--- src/rtl/board_pkg.sv ---
// Shared definitions for the board-state memory scheduler: board geometry, cell codes,
// plot colours, RAM slot owners and the cell address helper.
package board_pkg;

    localparam logic [7:0] WIDTH  = 8'd160;
    localparam logic [6:0] HEIGHT = 7'd120;
    localparam int         AW     = 15;

    typedef enum logic [1:0] {
        CELL_P0 = 2'd0,
        CELL_P1 = 2'd1,
        CELL_P2 = 2'd2,
        CELL_PE = 2'd3
    } cell_e;

    localparam logic [5:0] P0_C = 6'b110100;
    localparam logic [5:0] P1_C = 6'b001010;
    localparam logic [5:0] P2_C = 6'b111011;
    localparam logic [5:0] PE_C = 6'b010101;

    typedef enum logic [1:0] {
        SLOT_CLR  = 2'd0,
        SLOT_GAME = 2'd1,
        SLOT_DRAW = 2'd2,
        SLOT_NONE = 2'd3
    } slot_e;

    function automatic logic [5:0] cell_colour(input logic [1:0] code);
        logic [5:0] colour;
        case (code)
            CELL_P0: colour = P0_C;
            CELL_P1: colour = P1_C;
            CELL_P2: colour = P2_C;
            default: colour = PE_C;
        endcase
        return colour;
    endfunction

    // y*160 + x built from two shifts so no multiplier is inferred.
    function automatic logic [AW-1:0] cell_addr(input logic [7:0] x, input logic [6:0] y);
        logic [AW-1:0] yw;
        yw = {8'd0, y};
        return (yw << 3'd7) + (yw << 3'd5) + {7'd0, x};
    endfunction

endpackage

--- src/rtl/board_mem_sched_xy_scan_counter.sv ---
// Raster position counter with independent column/row registers; x advances fastest
// and the pair wraps from (X_LAST,Y_LAST) back to the origin.
module xy_scan_counter #(
    parameter int            XW     = 8,
    parameter int            YW     = 7,
    parameter logic [XW-1:0] X_LAST = '1,
    parameter logic [YW-1:0] Y_LAST = '1
) (
    input  logic          clk,
    input  logic          reset_n,
    input  logic          en,
    input  logic          clr,
    output logic [XW-1:0] x,
    output logic [YW-1:0] y,
    output logic          last
);

    logic [XW-1:0] x_r;
    logic [YW-1:0] y_r;

    // Position register; clr wins over en so a restart always lands on the origin.
    always_ff @(posedge clk) begin
        if (!reset_n || clr) begin
            x_r <= '0;
            y_r <= '0;
        end else if (en) begin
            if (x_r == X_LAST) begin
                x_r <= '0;
                y_r <= (y_r == Y_LAST) ? '0 : y_r + 1'b1;
            end else begin
                x_r <= x_r + 1'b1;
            end
        end
    end

    assign x    = x_r;
    assign y    = y_r;
    assign last = (x_r == X_LAST) && (y_r == Y_LAST);

endmodule

--- src/rtl/board_mem_sched.sv ---
// Single-port board RAM scheduler: one slot per cycle shared by the clear sweep,
// the game read/write port and the background VGA redraw scan.
module board_mem_sched
    import board_pkg::*;
(
    input  logic          CLOCK_50,
    input  logic          reset_n,
    input  logic          clear_start,
    output logic          clear_busy,
    input  logic          game_req,
    input  logic          game_we,
    input  logic [7:0]    game_x,
    input  logic [6:0]    game_y,
    input  logic [1:0]    game_wdata,
    output logic          game_gnt,
    output logic          game_rvalid,
    output logic [1:0]    game_rdata,
    output logic [AW-1:0] mem_addr,
    output logic          mem_we,
    output logic [1:0]    mem_wdata,
    input  logic [1:0]    mem_rdata,
    output logic [7:0]    vga_x,
    output logic [6:0]    vga_y,
    output logic [5:0]    vga_colour,
    output logic          vga_plot
);

    localparam logic [7:0] X_LAST = WIDTH - 8'd1;
    localparam logic [6:0] Y_LAST = HEIGHT - 7'd1;

    slot_e       slot_s;
    slot_e       owner_r;
    logic        clear_busy_r;
    logic        clear_go_s;
    logic        game_oob_s;
    logic        clr_en_s;
    logic        drw_en_s;
    logic        drw_wrap_s;
    logic [7:0]  clr_x_s;
    logic [6:0]  clr_y_s;
    logic        clr_last_s;
    logic [7:0]  drw_x_s;
    logic [6:0]  drw_y_s;
    logic        drw_last_s;
    logic [7:0]  plot_x_r;
    logic [6:0]  plot_y_r;
    logic        plot_r;
    logic        rd_r;
    logic        rd_oob_r;

    assign clear_go_s = clear_start & ~clear_busy_r;
    assign game_oob_s = (game_x >= WIDTH) | (game_y >= HEIGHT);
    assign clr_en_s   = (slot_s == SLOT_CLR);
    assign drw_en_s   = (slot_s == SLOT_DRAW);
    assign drw_wrap_s = drw_en_s & drw_last_s;

    xy_scan_counter #(.XW(8), .YW(7), .X_LAST(X_LAST), .Y_LAST(Y_LAST)) u_clear_scan (
        .clk     (CLOCK_50),
        .reset_n (reset_n),
        .en      (clr_en_s),
        .clr     (clear_go_s),
        .x       (clr_x_s),
        .y       (clr_y_s),
        .last    (clr_last_s)
    );

    xy_scan_counter #(.XW(8), .YW(7), .X_LAST(X_LAST), .Y_LAST(Y_LAST)) u_draw_scan (
        .clk     (CLOCK_50),
        .reset_n (reset_n),
        .en      (drw_en_s),
        .clr     (drw_wrap_s),
        .x       (drw_x_s),
        .y       (drw_y_s),
        .last    (drw_last_s)
    );

    // Fixed-priority slot owner; the game port also yields on the cycle a sweep is launched.
    always_comb begin
        slot_s = SLOT_NONE;
        if (!reset_n) begin
            slot_s = SLOT_NONE;
        end else if (clear_busy_r) begin
            slot_s = SLOT_CLR;
        end else if (game_req && !clear_start) begin
            slot_s = SLOT_GAME;
        end else begin
            slot_s = SLOT_DRAW;
        end
    end

    // RAM port and grant decode for the slot owner; off-board writes are dropped.
    always_comb begin
        mem_addr  = {AW{1'b0}};
        mem_we    = 1'b0;
        mem_wdata = 2'd0;
        game_gnt  = 1'b0;
        case (slot_s)
            SLOT_CLR: begin
                mem_addr  = cell_addr(clr_x_s, clr_y_s);
                mem_we    = 1'b1;
                mem_wdata = CELL_PE;
            end
            SLOT_GAME: begin
                game_gnt  = 1'b1;
                mem_addr  = cell_addr(game_x, game_y);
                mem_we    = game_we & ~game_oob_s;
                mem_wdata = game_wdata;
            end
            SLOT_DRAW: begin
                mem_addr  = cell_addr(drw_x_s, drw_y_s);
            end
            default: begin
                mem_addr  = {AW{1'b0}};
            end
        endcase
    end

    // Sweep busy flag: set by an accepted start, cleared after the final cell write.
    always_ff @(posedge CLOCK_50) begin
        if (!reset_n) begin
            clear_busy_r <= 1'b0;
        end else if (clear_busy_r) begin
            clear_busy_r <= ~clr_last_s;
        end else begin
            clear_busy_r <= clear_start;
        end
    end

    // One-cycle slot pipeline lining up plot/read results with the RAM read latency.
    always_ff @(posedge CLOCK_50) begin
        if (!reset_n) begin
            owner_r  <= SLOT_NONE;
            plot_r   <= 1'b0;
            plot_x_r <= 8'd0;
            plot_y_r <= 7'd0;
            rd_r     <= 1'b0;
            rd_oob_r <= 1'b0;
        end else begin
            owner_r  <= slot_s;
            plot_r   <= (slot_s == SLOT_CLR) || (slot_s == SLOT_DRAW);
            rd_r     <= (slot_s == SLOT_GAME) && !game_we;
            rd_oob_r <= game_oob_s;
            case (slot_s)
                SLOT_CLR: begin
                    plot_x_r <= clr_x_s;
                    plot_y_r <= clr_y_s;
                end
                SLOT_DRAW: begin
                    plot_x_r <= drw_x_s;
                    plot_y_r <= drw_y_s;
                end
                default: begin
                    plot_x_r <= plot_x_r;
                    plot_y_r <= plot_y_r;
                end
            endcase
        end
    end

    // Late-arriving RAM data is steered to the VGA colour or the game read port.
    always_comb begin
        vga_colour = 6'd0;
        game_rdata = 2'd0;
        if (owner_r == SLOT_CLR) begin
            vga_colour = PE_C;
        end else if (owner_r == SLOT_DRAW) begin
            vga_colour = cell_colour(mem_rdata);
        end else begin
            vga_colour = 6'd0;
        end
        if (rd_r) begin
            game_rdata = rd_oob_r ? CELL_PE : mem_rdata;
        end else begin
            game_rdata = 2'd0;
        end
    end

    assign clear_busy  = clear_busy_r;
    assign game_rvalid = rd_r;
    assign vga_plot    = plot_r;
    assign vga_x       = plot_x_r;
    assign vga_y       = plot_y_r;

endmodule
--- config.mk ---
export PLATFORM = sky130hd
export DESIGN_NAME = board_mem_sched
export DESIGN_NICKNAME = d
export VERILOG_FILES = /design/src/rtl/board_pkg.sv /design/src/rtl/board_mem_sched_xy_scan_counter.sv /design/src/rtl/board_mem_sched.sv
export SDC_FILE = /design/constraint.sdc
export NUM_CORES = 1
export LEC_CHECK = 0
export ABC_AREA = 1
export CORE_UTILIZATION = 49
export DETAILED_ROUTE_END_ITERATION = 10
export PLACE_DENSITY = 0.74
export SLEW_MARGIN = 20
export SYNTH_ARGS = -nofsm -noshare
export SYNTH_HDL_FRONTEND = slang
export SYNTH_SLANG_ARGS = --single-unit
--- constraint.sdc ---
create_clock -name CLOCK_50 -period 2 [get_ports CLOCK_50]
set_clock_uncertainty 0.05 [all_clocks]
set_input_delay 0.2 -clock CLOCK_50 [delete_from_list [all_inputs] [get_ports CLOCK_50]]
set_output_delay 0.2 -clock CLOCK_50 [all_outputs]
set_load 0.05 [all_outputs]
==> impl_metrics.tcl, run 1 <==
set metrics [dict create \
    pin_count 69 \
    path_clk_slew_ns 0.10 \
    syn_inst 619 \
    initial_core_util 0.505 \
    crit_path_start_kind "flip-flop" \
    gr-usage-met3 0.0421 \
    track_usage 0.297 \
    viasPerCell 5.36 \
    yosys_warnings 0 \
    use_met1 0.350 \
    tightest_slew_ns 0.557 \
    path_max_fanout 4 \
    cp-end-kind "output pin" \
    ys_ff_latch 51 \
    synth_edf_count 0 \
    yosysTopAreaCell "dfxtp_1" \
    slew_headroom 0.628 \
    grt.overflow.total 0 \
    antenna_cells 0 \
    cts_tree "yes" \
    combPwrFrac 0.362 \
    final_core_util 0.763 \
    setup_tns_ns -4.89 \
    hold_viol_final 0 \
    cts_root_buffer "clkbuf_8" \
    critPathRequiredTime_ns 1.75 \
    synth_area_leaders "dfxtp_1 25%, nand2_1 16%, ha_1 14%" \
    ant_nets 0 \
    synth_nets 696 \
    dp.cells 858 \
    cts.sinks 51 \
    arrival_ns 2.44 \
    place_congestion 0.961 \
    grt_max_degree 18 \
    crit_family "adder cells" \
    slowest_stage "fa_1" \
    vias 4693 \
    p_leak_nw 3.08 \
    crit_path_max_incr_delay_ns 0.55 \
    fin_crit_ns 2.69 \
    wl_per_cell_um 14.7 \
    synthToLayoutAreaGrowth_pct 50.9 \
    cts_hold_buf 0 \
    drt_first_iter_violations 246 \
    antenna_found_initial 0 \
    period_share 1.35 \
    cts_made_buffers 5 \
    worst-path-buf-inv 5 \
    first_pass_iters 6 \
    netlist_area_um2 4150 \
    intPower_mw 1.70 \
    cts_max_level 2 \
    routed_wl_mm 12.9 \
    final_nets 846 \
    drive_above_1_share 0.294 \
    pwr-share-seq 0.403 \
    hold_path_class "flip-flop to flip-flop" \
    p_sw_mw 0.907 \
    synth.avg_cell_area_um2 6.71 \
    ys_seq_area_frac 0.246 \
    power_frac_clock 0.236 \
    die_area_um2 8850 \
    grt.busiest_layer "met2" \
    powerDensity_nw_per_um2 416 \
    outcome "finished with violations" \
    fin_cells 875 \
    grt_pass1_wl_mm 20.6 \
    portBuffers 68 \
    worstSkewPairLatency_ns 0.31 \
    synth_cell_types 43 \
    ctsLongestPathBuffers 2 \
    post-place-ws_ns -0.717 \
    synthFlopType "dfxtp_1" \
    async_flop_share 0 \
    final.setup.worst_slack_ns -0.695 \
    fill_cells 621 \
    slew_violations 0 \
    switching_share 0.348 \
    std_cell_rows 33 \
    cap_violations 0 \
    grt_pass1_vias 4568 \
    grtUsageMet2 0.536 \
    fp.dieH_um 94.1 \
    core-area_um2 8220 \
    drc 0 \
    crit_chain "inv_2 > fa_1 > inv_2 > fa_2 > buf_4 > a21oi_2 > o21ai_1 > buf_4 > nand3_4 > buf_12" \
    ir_drop_mv 0.526 \
    place_hpwl_mm 10.3 \
    violations "setup timing" \
    die_w_um 94.1 \
    p_total_mw 2.61 \
    synth.top_cell.area_share 0.246 \
    rsz0062_at_grt "yes" \
    setup_viol 8 \
    path_class "flip-flop to output pin" \
    timing.fmax_mhz 371 \
]
==> synth_stat cells, types with 7 or more instances <==
cell / n
o211ai_1: 7
nand3b_1: 8
nand2_1: 179
ha_1: 47
nor2_1: 49
nand2_2: 8
o21ai_0: 13
nand4_1: 13
a21oi_1: 30
dfxtp_1: 51
inv_1: 85
nand3_1: 56
==> flip-flops by register name, indices dropped and copies added (netlist names) <==
signal and flops:
clear_busy 1, rd_oob_r 1, u_clear_scan.y 7, u_draw_scan.x 8
owner_r 2, vga_plot 1, vga_x 8, vga_y 7
game_rvalid 1, u_draw_scan.y 7, u_clear_scan.x 8
==> worst reg2reg max path, cell delays in order, from the launching register on <==
cell	delay, ns
dfxtp_1	0.37
buf_4	0.13
buf_4	0.12
ha_1	0.21
nand2_1	0.07
inv_1	0.08
nand3_2	0.13
o21ai_4	0.32
nor2_1	0.09
==> timing repair <==
item,in CTS,in global routing
buffers inserted,3,5
gates cloned,0,1
hold endpoints to repair,0,0
setup endpoints to repair,9,15
gates resized for setup,14,39
pin swaps,9,22
==> per-layer routing <==
metal  up-vias  wire, µm
met5         -         0
met4         0       481
met3        38       874
met2       187      6290
met1      2149      5260
li1       2319         -
==> power groups by stage <==
stage | combinational, mW | clock [mW] | sequential (mW)
final | 0.944 | 0.615 | 1.05
after global routing | 1.00 | 0.657 | 1.05
after detailed placement | 0.901 | 0 | 1.07
after CTS | 0.910 | 0.615 | 1.05
after floorplan | 0.449 | 0 | 1.09
after global placement | 0.885 | 0 | 1.07
==> metrics by stage <==
stage | area (µm²) | hold slack (ns)
2_1_floorplan | 4310 | 0.227
3_3_place_gp | 5920 | 0.393
3_5_place_dp | 5920 | 0.395
4_1_cts | 6060 | 0.409
5_1_grt | 6270 | 0.438
6_report | 6270 | 0.412
==> cell usage in the layout, fill, tap and decap left out, drive strengths merged <==
cell type / netlist / final
a211o: 1 / 1
a211oi: 3 / 3
a21o: 1 / 1
a21oi: 30 / 30
a31oi: 3 / 3
a41oi: 1 / 1
and2: 2 / 2
buf: 10 / 110
clkbuf: 0 / 7
clkdlybuf4s50: 0 / 39
clkinv: 1 / 3
dfxtp: 51 / 51
dlygate4sd2: 0 / 2
fa: 6 / 6
ha: 47 / 47
inv: 92 / 93
nand2: 190 / 190
nand3: 58 / 58
nand3b: 8 / 8
nand4: 13 / 13
nor2: 55 / 55
nor3: 8 / 8
nor3b: 1 / 1
o211ai: 7 / 7
o21ai: 15 / 15
o21bai: 1 / 1
o221ai: 4 / 4
or2: 6 / 6
xnor2: 1 / 1
xor2: 4 / 4
==> final timing paths <==
path | startpoint | end | slack (ns) | cells after the start
worst min-delay path | vga_x[0] | vga_x[0] | 0.41 | 2
worst max register to register | u_draw_scan.y[1] | u_draw_scan.y[3] | 0.33 | 8
worst min register to register | vga_x[0] | vga_x[0] | 0.41 | 2
worst max-delay path | u_clear_scan.y[0] | mem_addr[8] | -0.69 | 10
==> cell families after synthesis <==
family / after synthesis / share of synthesized area
adder cells (fa/ha/maj): 53 / 0.171
flip-flops: 51 / 0.246
AND/OR/NAND/NOR: 341 / 0.374
buffers and inverters: 103 / 0.102
AO/OA/AOI/OAI: 66 / 0.0967
XOR/XNOR: 5 / 0.0105
==> cell type report <==
type                    count  area, µm²  share of cell area
multi-input cells         465       3010               0.481
repair buffers            153       1650               0.262
flip-flops and latches     51       1030               0.165
inverters                  93        357              0.0569
well taps                 105        131              0.0210
clock buffers               5       68.8              0.0110
clock inverters             3       18.8             0.00299
No activity file was read; power rests on OpenSTA's default activity.
==> run 2: changes to the inputs <==
Settings changed: CELL_PAD_IN_SITES_DETAIL_PLACEMENT from default to 1, CELL_PAD_IN_SITES_GLOBAL_PLACEMENT from default to 2, CORE_UTILIZATION 49 to 27, PLACE_DENSITY 0.74 to 0.75, REMOVE_ABC_BUFFERS from default to 1.
==> run 2 against run 1 <==
Compared with the run above:
- the flow still finishes with violations (setup timing)
- largest power group unchanged
- non-clock buffer count rose by 8
- clock power rose by 43%
- sequential share of layout area fell by 0.53 points
- utilization decreased by 33 points
- critical path depth up 1
- combinational power about the same
- sequential power about the same
==> impl_metrics.tcl, run 2 (synthesis results as in run 1) <==
set metrics [dict create \
    tightest_slew_ns 0.551 \
    period_share 1.34 \
    synthToLayoutAreaGrowth_pct 55.2 \
    outcome "finished with violations" \
    grt_pass1_wl_mm 24.6 \
    viasPerCell 4.71 \
    hold_viol_final 0 \
    ant_nets 0 \
    setup_viol 8 \
    cts_root_buffer "clkbuf_16" \
    fin_crit_ns 2.67 \
    portBuffers 68 \
    place_hpwl_mm 12.6 \
    final_cell_mix "163 x nand2_1, 85 x buf_4, 76 x inv_1" \
    track_usage 0.195 \
    ir_drop_mv 0.315 \
    initial_core_util 0.281 \
    cts_tree "yes" \
    arrival_ns 2.42 \
    place_congestion 0.822 \
    slew_violations 0 \
    multi_input_area_um2 2970 \
    std_cell_rows 44 \
    path_class "flip-flop to output pin" \
    core-area_um2 14800 \
    fp.dieH_um 126 \
    crit_path_start_kind "flip-flop" \
    path_clk_slew_ns 0.07 \
    critPathRequiredTime_ns 1.75 \
    routed_wl_mm 15.2 \
    fill_cells 1864 \
    powerDensity_nw_per_um2 446 \
    crit_path_max_incr_delay_ns 0.57 \
    final_core_util 0.437 \
    path_max_fanout 4 \
    path_common_cell "nand2_1" \
    mostFrequentLayoutCell "nand2_1" \
    worstSkewPairLatency_ns 0.30 \
    crit_chain "inv_2 > fa_2 > inv_2 > fa_2 > nand2_1 > nand3_1 > nand2_1 > nand2_1 > nand2_1 > nand3_2 > buf_12" \
    drive_above_1_share 0.293 \
    cp-end-kind "output pin" \
    cts_made_buffers 5 \
    seq_area_um2 1030 \
    timing.fmax_mhz 374 \
    rsz0062_at_grt "yes" \
    cts_max_level 2 \
    grt_max_degree 17 \
    wl_per_cell_um 15.8 \
    first_pass_iters 4 \
    grt.overflow.total 0 \
    die_area_um2 15900 \
    ctsLongestPathBuffers 2 \
    vias 4532 \
    violations "setup timing" \
    pin_count 69 \
    antenna_found_initial 0 \
    cap_violations 0 \
    slowest_stage "fa_2" \
    cts.sinks 51 \
    placed_area_um2 5930 \
    final.setup.worst_slack_ns -0.674 \
    post-place-ws_ns -0.876 \
    grt_pass1_vias 4936 \
    drc 0 \
    hold_path_class "input pin to flip-flop" \
    antenna_cells 0 \
    die_w_um 126 \
    final_nets 854 \
    slew_headroom 0.632 \
    fin_area_um2 6440 \
    p_leak_nw 3.15 \
    drt_first_iter_violations 84 \
]
[run 2: changes by cell type in the layout (fill, tap and decap cells not counted), moves of 2 or more]
cell / delta
nand3_4: -2
clkbuf_16: +5
clkbuf_8: -5
buf_6: +2
inv_1: +2
clkdlybuf4s50_1: -2
nand3_2: -4
dfxtp_4: -2
clkinvlp_4: +2
ha_1: +2
dfxtp_2: +2
buf_4: +6
nand3_1: +6
[run 2: worst max-delay path, delay by kind of cell, from the launching register on]
family | cells | cell delay (ns)
adders and majority gates | 2 | 0.95
buffers and inverters | 3 | 0.27
DFF | 1 | 0.34
and+or+nand+nor | 6 | 0.59
[run 2: stage by stage]
| step | cells | power (mW) | hold slack [ns] | setup TNS (ns) |
|---|---|---|---|---|
| after floorplan | 609 | 1.50 | 0.227 | -7.66 |
| after global placement | 947 | 1.96 | 0.391 | -5.51 |
| after detailed placement | 947 | 1.98 | 0.397 | -6.09 |
| after CTS | 956 | 2.89 | 0.405 | -5.06 |
| after global routing | 962 | 3.01 | 0.360 | -5.91 |
| final | 962 | 2.87 | 0.314 | -5.04 |
[run 2: what timing repair did]
action                                  4_1_cts  5_1_grt
endpoints found under the setup margin       10       15
buffers inserted                              2        6
pin swaps                                    30       13
gates resized for setup                      73       20
hold buffers                                  0        0
[run 2: final cells by class]
class / count / share of cell area
Clock inverter: 3 / 0.00311
Tap cell: 184 / 0.0357
Timing Repair Buffer: 161 / 0.266
Sequential cell: 51 / 0.160
Inverter: 93 / 0.0549
Multi-Input combinational cell: 465 / 0.461
Clock buffer: 5 / 0.0194
[run 2: where the power goes]
part	internal, mW	switching (mW)	leakage (nW)
combinational	0.423	0.521	2.67
sequential	1.03	0.0199	0.416
clock	0.463	0.416	0.0658
[run 2: path summary, 6_finish.rpt]
kind	endpoint	depth (start not counted)	slack (ns)	startpoint
worst min-delay path	clear_busy	4	0.31	clear_start
worst max register to register	u_draw_scan.y[3]	6	0.30	u_draw_scan.x[0]
worst min register to register	vga_x[0]	2	0.40	vga_x[0]
worst max-delay path	mem_addr[14]	11	-0.67	u_clear_scan.y[2]
[run 2: routing by layer]
metal	vias to the layer above	wire [µm]	track usage
li1	2326	-	-
met1	2126	6700	0.234
met2	68	7710	0.362
met3	12	545	0.0323
met4	0	225	0.0446
met5	-	0	0
==> run 3: changes to the inputs <==
Settings changed: GPL_TIMING_DRIVEN from default to 1.
==> results of run 3 <==
Final layout, timing and power as in run 2 (identical DEF).
